[src/rtl/cpu_mem_pkg.sv]
`default_nettype none
// ============================================================================
//  Module   : cpu_mem_pkg
//  Purpose  : Shared definitions for the fetch/data memory port arbiter:
//             owner encodings, arbiter state encodings and default widths.
//  Revision : 1.0 - initial release
// ============================================================================
package cpu_mem_pkg;

  // Default bus widths (bytes-addressed, 32-bit word)
  localparam int ADDR_W = 32;
  localparam int DATA_W = 32;

  // Which requester owns the outstanding memory transaction
  localparam logic OWNER_IF = 1'b0;
  localparam logic OWNER_D  = 1'b1;

  // Arbiter state encodings
  typedef enum logic [0:0] {
    ARB_IDLE = 1'b0,
    ARB_BUSY = 1'b1
  } arb_state_t;

endpackage : cpu_mem_pkg
`default_nettype wire

[src/rtl/arb_select.sv]
`default_nettype none
// ============================================================================
//  Module   : arb_select
//  Purpose  : Combinational winner selection between fetch and data.
//             Data wins by default; fetch wins once the data streak is full.
//  Ports    : if_req      in  fetch request (already qualified by issue window)
//             d_req       in  data request  (already qualified by issue window)
//             streak_full in  data has won MAX_DATA_STREAK times in a row
//             grant_if    out fetch wins this cycle
//             grant_d     out data wins this cycle
//  Revision : 1.0 - initial release
// ============================================================================
module arb_select (
  input  logic if_req,
  input  logic d_req,
  input  logic streak_full,
  output logic grant_if,
  output logic grant_d
);

  // Starvation override: a full streak with fetch waiting hands the slot to fetch.
  assign grant_d  = d_req & ~(if_req & streak_full);
  assign grant_if = if_req & ~grant_d;

endmodule : arb_select
`default_nettype wire

[src/rtl/mem_port_arbiter.sv]
`default_nettype none
// ============================================================================
//  Module   : mem_port_arbiter
//  Purpose  : Shares one single-ported memory between the fetch port (IF) and
//             the load/store port (D). One transaction outstanding at a time,
//             data has priority, fetch is guaranteed a slot after
//             MAX_DATA_STREAK consecutive data grants while it waits.
//  Ports    : clk, reset                    clock, async active-high reset
//             if_req/if_addr                fetch request (held until if_gnt)
//             if_gnt/if_rvalid/if_rdata     fetch grant and response
//             d_req/d_we/d_be/d_addr/d_wdata data request (held until d_gnt)
//             d_gnt/d_rvalid/d_rdata        data grant and response/ack
//             mem_req/we/be/addr/wdata      issue to memory
//             mem_rvalid/mem_rdata          memory response
//             spurious_rsp                  sticky: response with nothing outstanding
//  Revision : 1.0 - initial release
// ============================================================================
module mem_port_arbiter #(
  parameter int ADDR_W          = cpu_mem_pkg::ADDR_W,
  parameter int DATA_W          = cpu_mem_pkg::DATA_W,
  parameter int MAX_DATA_STREAK = 4
) (
  input  logic                  clk,
  input  logic                  reset,
  // fetch port
  input  logic                  if_req,
  input  logic [ADDR_W-1:0]     if_addr,
  output logic                  if_gnt,
  output logic                  if_rvalid,
  output logic [DATA_W-1:0]     if_rdata,
  // load/store port
  input  logic                  d_req,
  input  logic                  d_we,
  input  logic [DATA_W/8-1:0]   d_be,
  input  logic [ADDR_W-1:0]     d_addr,
  input  logic [DATA_W-1:0]     d_wdata,
  output logic                  d_gnt,
  output logic                  d_rvalid,
  output logic [DATA_W-1:0]     d_rdata,
  // memory side
  output logic                  mem_req,
  output logic                  mem_we,
  output logic [DATA_W/8-1:0]   mem_be,
  output logic [ADDR_W-1:0]     mem_addr,
  output logic [DATA_W-1:0]     mem_wdata,
  input  logic                  mem_rvalid,
  input  logic [DATA_W-1:0]     mem_rdata,
  // status
  output logic                  spurious_rsp
);

  import cpu_mem_pkg::*;

  localparam int              STREAK_W     = $clog2(MAX_DATA_STREAK + 1);
  localparam logic [STREAK_W-1:0] c_STREAK_MAX = STREAK_W'(MAX_DATA_STREAK);
  localparam logic [STREAK_W-1:0] c_STREAK_ONE = STREAK_W'(1);

  arb_state_t            r_state;
  logic                  r_owner;
  logic [STREAK_W-1:0]   r_streak;
  logic                  r_spurious;

  logic w_window;
  logic w_rsp;
  logic w_grant_if;
  logic w_grant_d;
  logic w_grant_any;

  // A new access may issue when idle, or in the cycle the outstanding one
  // completes. Everything is held quiet while reset is asserted.
  assign w_window = ~reset & ((r_state == ARB_IDLE) | mem_rvalid);
  assign w_rsp    = ~reset & (r_state == ARB_BUSY) & mem_rvalid;

  arb_select u_arb_select (
    .if_req      (if_req & w_window),
    .d_req       (d_req  & w_window),
    .streak_full (r_streak == c_STREAK_MAX),
    .grant_if    (w_grant_if),
    .grant_d     (w_grant_d)
  );

  assign w_grant_any = w_grant_if | w_grant_d;

  // FSM, owner, streak counter and sticky spurious flag
  always_ff @(posedge clk or posedge reset) begin
    if (reset) begin
      r_state    <= ARB_IDLE;
      r_owner    <= OWNER_IF;
      r_streak   <= '0;
      r_spurious <= 1'b0;
    end else begin
      if (w_grant_any) begin
        r_state <= ARB_BUSY;
        r_owner <= w_grant_d ? OWNER_D : OWNER_IF;
      end else if (w_rsp) begin
        r_state <= ARB_IDLE;
      end

      // Streak only counts data wins that actually made fetch wait.
      if (w_grant_if || !if_req) begin
        r_streak <= '0;
      end else if (w_grant_d && (r_streak != c_STREAK_MAX)) begin
        r_streak <= r_streak + c_STREAK_ONE;
      end

      if ((r_state == ARB_IDLE) && mem_rvalid) begin
        r_spurious <= 1'b1;
      end
    end
  end

  // Grants and memory issue (driven from the winner's inputs)
  assign if_gnt    = w_grant_if;
  assign d_gnt     = w_grant_d;
  assign mem_req   = w_grant_any;
  assign mem_we    = w_grant_d & d_we;
  assign mem_be    = w_grant_d  ? d_be    :
                     w_grant_if ? {(DATA_W/8){1'b1}} : '0;
  assign mem_addr  = w_grant_d  ? d_addr  :
                     w_grant_if ? if_addr : '0;
  assign mem_wdata = (w_grant_d & d_we) ? d_wdata : '0;

  // Zero-latency response passthrough to the owner
  assign if_rvalid = w_rsp & (r_owner == OWNER_IF);
  assign d_rvalid  = w_rsp & (r_owner == OWNER_D);
  assign if_rdata  = if_rvalid ? mem_rdata : '0;
  assign d_rdata   = d_rvalid  ? mem_rdata : '0;

  assign spurious_rsp = r_spurious;

endmodule : mem_port_arbiter
`default_nettype wire
[config.mk]
export PLATFORM = sky130hd
export DESIGN_NAME = mem_port_arbiter
export DESIGN_NICKNAME = d
export VERILOG_FILES = /design/src/rtl/cpu_mem_pkg.sv /design/src/rtl/arb_select.sv /design/src/rtl/mem_port_arbiter.sv
export SDC_FILE = /design/constraint.sdc
export NUM_CORES = 1
export LEC_CHECK = 0
export ABC_CLOCK_PERIOD_IN_PS = 3400
export CAP_MARGIN = 10
export CORE_AREA = 5 5 104 106
export DETAILED_ROUTE_END_ITERATION = 8
export DIE_AREA = 0 0 109 111
export GPL_TIMING_DRIVEN = 0
export PLACE_DENSITY = 0.7
export SYNTH_ARGS = -nofsm -noshare
export SYNTH_HDL_FRONTEND = slang
export SYNTH_SLANG_ARGS = --single-unit
[constraint.sdc]
create_clock -name clk -period 3.4 [get_ports clk]
set_input_delay 1.02 -clock clk [delete_from_list [all_inputs] [get_ports clk]]
set_output_delay 1.02 -clock clk [all_outputs]
set_load 0.02 [all_outputs]
==> run summary <==
final instance area -> 4490 um2
port buffer count -> 275
Max Slew Vio Count -> 0
final hold vios -> 0
die width -> 109 um
cts bufs inserted -> 3
first-pass GRT wire length -> 17,900 um
HP Class -> register to register
placed cell area -> 4560 um2
skew final -> 0.731 ps
total track usage -> 19.0%
Syn Std Cell Area -> 1640 um2
Overall Power -> 0.688 mW
routed via count -> 3,150
drt initial violations -> 110
crit path cell chain -> buf_4 -> clkinvlp_4 -> and4_4 -> and2_1 -> clkdlybuf4s50_1
global route overflow -> 0
leak pwr -> 2.36 nW
HPWL Detailed -> 10,600 um
# setup viols final -> 0
CTS tree -> built
post-synthesis cell count -> 274
Synth area leader -> and2_1
initial antenna violation count -> 1
largest net degree at the start of global routing -> 11
# IOs -> 277
RSZ-0062 raised after global routing -> false
Layout area overhead -> 174%
YS warnings -> 0
Yosys cell types -> 28
Pwr Density -> 153 nW/um2
die area -> 12,100 um2
Startpoint Class -> input port
Routed Antenna Nets -> 0
worst-path fanout max -> 10
status -> finished clean
commonest non-fill, non-tap cell in the layout -> clkdlybuf4s50_1
Avg Cell Area, Syn -> 5.98 um2
Critical Path AT -> 2310 ps
register area share after synthesis -> 9.17%
Post-layout nets -> 702
DR DRC count -> 0
effective utilization at floorplan -> 16.9%
Post-CTS Hold Buffers -> 0
critical path required time -> 2380 ps
critical path class -> input port to output pin
Slew HR -> 73.4%
Period Utilization, post-route -> 98.1%
Core Box Area -> 9680 um2
vias in the first global route -> 3,302
clk_lat worst skew -> 230 ps
Die Ht -> 111 um
CP max stage delay -> 620 ps
DRT Pass-1 Iters -> 4
Seq cells post-synth -> 6
CTS root buf -> clkbuf_8
Max Root-Sink Buffers -> 2
via/cell ratio -> 4.54
CTS sink count -> 6
most frequent cells in the layout -> clkdlybuf4s50_1, dlygate4sd2_1, and2_1
Setup crit end kind -> output pin
largest cells by area after synthesis -> and2_1, nand3_1, and3_1
Rows -> 36
Post-Syn Nets -> 414
total of max-cap violations -> 0
layout cell share with drive strength beyond 1 -> 21.4%
Max Clk Rate -> 300 MHz
Max IR drop VDD -> 58.9 uV
Tmin final -> 3330 ps
clock slew at reported path FFs -> 30 ps
worst-margin pin slew -> 398 ps
crit path max-delay cell type -> clkdlybuf4s50_1
H-tree levels -> 1
wire length per cell after detailed routing -> 17.4 um
Yosys top cell area share -> 24.8%
GPL Wtd Cong -> 0.859
WL final -> 12,100 um
[critical path: cells and delay by family]
kind,cells,cell delay (ps)
buf+inv,3,890
simple gates,2,400
[worst paths after layout]
kind                       slack, ps  cells after the start                       end                     start
setup / recovery                  70                      5               d_rdata[28]                     reset
hold / removal                   460                      1  spurious_rsp$_DFFE_PP0P_  spurious_rsp$_DFFE_PP0P_
setup reg to reg                1600                      6   r_streak[1]$_DFFE_PP0P_   r_streak[0]$_DFFE_PP0P_
hold reg to reg                  460                      1  spurious_rsp$_DFFE_PP0P_  spurious_rsp$_DFFE_PP0P_
max in group asynchronous       2420                      3       r_state$_DFFE_PP0P_                     reset
min in group asynchronous        880                      3   r_streak[1]$_DFFE_PP0P_                     reset
[per-layer routing]
metal,share of wire (%),GRT usage (%),up-vias
met5,0,0,-
met4,2.1,6.23,0
met3,11,5.13,13
met2,55,38.0,181
met1,32,17.7,1423
li1,-,-,1533
[metrics by stage]
stage | setup slack [ps] | hold slack, ps | instances | TNS, ps | util [%]
floorplan | 85.7 | 496 | 274 | 0 | -
global placement | -1140 | 443 | 682 | -118100 | 47.1
detailed placement | -1090 | 452 | 682 | -119790 | 47.1
CTS | 2.85 | 460 | 693 | 0 | 48.0
global route | 0.778 | 482 | 694 | 0 | 46.3
finish | 65.8 | 456 | 694 | 0 | 46.3
[synthesized netlist by cell type]
cell type	number
buf_2	2
a21boi_1	1
nand3_1	65
nor4_2	1
clkbuf_1	26
nor4b_4	1
o211ai_1	1
o31ai_1	1
buf_1	4
dfrtp_1	6
nor2_1	4
inv_1	6
a21o_1	1
a21oi_1	36
a21bo_1	1
nand2_1	6
o21ai_1	1
nand4b_1	2
nor3_1	2
or4b_1	1
o21ai_0	3
and4_1	1
o22a_1	1
and3_1	32
ha_1	2
a311o_1	1
nor2b_1	1
and2_1	65
[registers in the layout, indices dropped and copies added (netlist names)]
name / cells
spurious_rsp: 1
r_streak: 3
r_state: 1
r_owner: 1
[final cells by class]
cell class / instances / area, um2
inverter: 6 / 26.3
buffer: 32 / 249
tap: 133 / 166
sequential: 6 / 150
timing repair buffer: 283 / 2460
clock buffer: 3 / 41.3
multi-input combinational: 230 / 1390
fill: 1038 / 5200
antenna: 1 / 2.50
[logic make-up (layout without fill, tap and decap cells)]
kind of cell | count (synthesis) | in the layout | synth area share (%)
buffers and inverters | 38 | 324 | 8.86
adder cells (fa/ha/maj) | 2 | 2 | 1.53
AO/OA/AOI/OAI | 47 | 47 | 15.8
other | 0 | 1 | 0
AND/OR/NAND/NOR | 181 | 181 | 64.6
flip-flops | 6 | 6 | 9.17
[repair_timing]
action | 4_1_cts | 5_1_grt
resized for setup | 328 | 61
setup buffers | 8 | 0
pin swaps | 3 | 2
setup endpoints to repair | 138 | 93
[power by group]
group / internal, mW / switching (mW)
clock network: 0.0762 / 0.0321
logic: 0.264 / 0.235
registers: 0.0762 / 0.00462
total: 0.416 / 0.271
Note: power is estimated with default switching activity, not from simulation.
==> patch (same flow settings) <==
`MAX_DATA_STREAK`: 4 -> 8.
--- a/src/rtl/mem_port_arbiter.sv
+++ b/src/rtl/mem_port_arbiter.sv
@@ -20,3 +20,3 @@
   parameter int DATA_W          = cpu_mem_pkg::DATA_W,
-  parameter int MAX_DATA_STREAK = 4
+  parameter int MAX_DATA_STREAK = 8
 ) (
Behaviour: not the same (a bounded check fails within 10 cycles, from zero or initial values and one cycle with reset high).
==> patch against the unedited design <==
Combinational power grew 3%; non-clock buffer count grew 1; sequential cell count grew 1; utilization shrank 2.0 points; total power grew 5.0%; final area shrank 4.4%; synthesized area grew 1.8%; cell count grew 1.0%; worst setup slack gained 0.0048 ns; synthesized cell count grew 0.36%; routed wire length shrank 4.9%; largest power group unchanged.
==> patch: results (changes against the unedited design) <==
| Metric | Value |
|---|---|
| Largest stage delay on the critical path | 0.57 ns (-0.05 ns) |
| Flip-flop count of the largest register after layout | 4 (+1) |
| Main flop type after synthesis | sky130_fd_sc_hd__dfrtp_1 |
| Detailed placer's ending HPWL | 9870 um (-6.8%) |
| Via density per instance | 4.39 (-3.4%) |
| Final weighted congestion in routability-driven placement | 0.865 (+0.70%) |
| Most frequent cells after synthesis | sky130_fd_sc_hd__and2_1 (65), sky130_fd_sc_hd__nand2_1 (41), sky130_fd_sc_hd__nand3_1 (36) |
| Share of layout cells above drive strength 1 | 31.9% (+10 points) |
| Number of nets in the final layout | 708 (+0.85%) |
| Leakage power figure | 2.16 nW (-8.5%) |
| Top area cells in the synthesized netlist | sky130_fd_sc_hd__and2_1 (24%), sky130_fd_sc_hd__and3_1 (13%), sky130_fd_sc_hd__nand3_1 (11%), sky130_fd_sc_hd__dfrtp_1 (11%), sky130_fd_sc_hd__nand2_1 (9.2%) |
| Global-route wire length before repair | 16900 um (-5.2%) |
| Routed wire per std cell | 16.4 um (-5.9%) |
| Mean area per synthesized cell | 6.06 um^2 (+1.5%) |
| Instance count after placement with tap cells included | 684 (+0.29%) |
| IO buf count | 276 (+0.36%) |
| Maximum level of the CTS H-tree | 1 (unchanged) |
| Data arrival at the endpoint of the critical path | 2.31 ns (about the same) |
| Placed Instance Area | 4600 um^2 (+0.88%) |
| Max VDD drop | 0.0718 mV (+22%) |
| Slowest cell on crit path | sky130_fd_sc_hd__clkdlybuf4s50_1 |
| Synth Net Count | 415 (+0.24%) |
| Vias | 3075 (-2.4%) |
| Number of distinct library cell variants in the gate-level netlist after synthesis | 26 (-7.1%) |
| Outcome | finished, final reports clean |
| Number of DRC markers in iteration 0 | 113 (+2.7%) |
| Slew Limit Headroom | 69.6% (-3.8 points) |
| Peak fanout along the critical path | 6 (-4) |
| Fill cells | 1086 (+4.6%) |
| Clock skew | 0.00111 ns (+0.000379 ns) |
| Total routing usage reported by global routing | 17.7% (-1.3 points) |
| Seq/Total Area, Yosys | 10.5% (+1.3 points) |
| Initial antenna violation count | 1 (unchanged) |
| Number of warnings reported in the yosys synthesis log | 0 (unchanged) |
patch: cell types whose count changed in the layout (fill, tap and decap cells not counted), sizes merged, moves of 22 or more:
cell	change
o21ai	+33
a21oi	-35
clkbuf	+22
buf	+37
nand2	+35
nand3	-29
dlygate4sd2	-56
patch: path summary, 6_finish.rpt:
path                               from      endpoint  slack (ns)  cells past startpoint
min in group asynchronous         reset   r_streak[2]        0.84                      3
hold reg to reg            spurious_rsp  spurious_rsp        0.47                      1
hold / removal             spurious_rsp  spurious_rsp        0.47                      1
setup reg to reg            r_streak[0]       r_owner        1.84                      7
setup / recovery             mem_rvalid       mem_req        0.07                      4
max in group asynchronous         reset   r_streak[1]        2.45                      3
patch: cell type report:
type	instances	share of cell area, %
repair buffers	288	54.6
multi-input cells	234	31.0
plain buffers	28	4.78
flip-flops and latches	7	4.08
well taps	133	3.88
clock buffers	4	1.05
inverters	6	0.583
diodes	1	0.0583
patch: through the flow:
stage	hold WS, ns	worst slack (ns)	util [%]
after floorplan	0.523	0.335	-
after global placement	0.456	-0.998	47.5
after detailed placement	0.459	-1.05	47.5
after CTS	0.472	0.000266	46.7
after global routing	0.490	0.00116	44.3
final	0.468	0.0706	44.3
patch: what timing repair did:
| item | CTS | global route |
|---|---|---|
| cloned | 3 | 1 |
| endpoints found under the hold margin | 0 | 0 |
| setup endpoints to repair | 138 | 111 |
| buffers inserted | 7 | 1 |
| gates resized for setup | 396 | 133 |
| pin swaps | 4 | 2 |
patch: per-layer routing:
| layer | part of all wire, % | GRT usage, % |
|---|---|---|
| met5 | 0 | 0 |
| met4 | 1.7 | 4.21 |
| met3 | 12 | 6.41 |
| met2 | 53 | 34.5 |
| met1 | 34 | 17.1 |
patch: critical path, delay by kind of cell:
kind            cells  cell delay (ns)
compound gates      1             0.40
simple gates        1             0.10
buf+inv             2             0.79
patch: logic make-up (layout without fill, tap and decap cells):
family,count (synthesis),count (layout),share of synthesized area [%]
AO/OA/AOI/OAI,49,49,17.3
adder cells (fa/ha/maj),2,2,1.50
other,0,1,0
buffers and inverters,34,326,10.4
flip-flops,7,7,10.5
AND/OR/NAND/NOR,183,183,60.3
patch: power breakdown:
part	switching [W]	internal [W]
combinational	0.000243	0.000269
sequential	0.00000615	0.0000879
clock	0.0000352	0.0000810
total	0.000285	0.000438
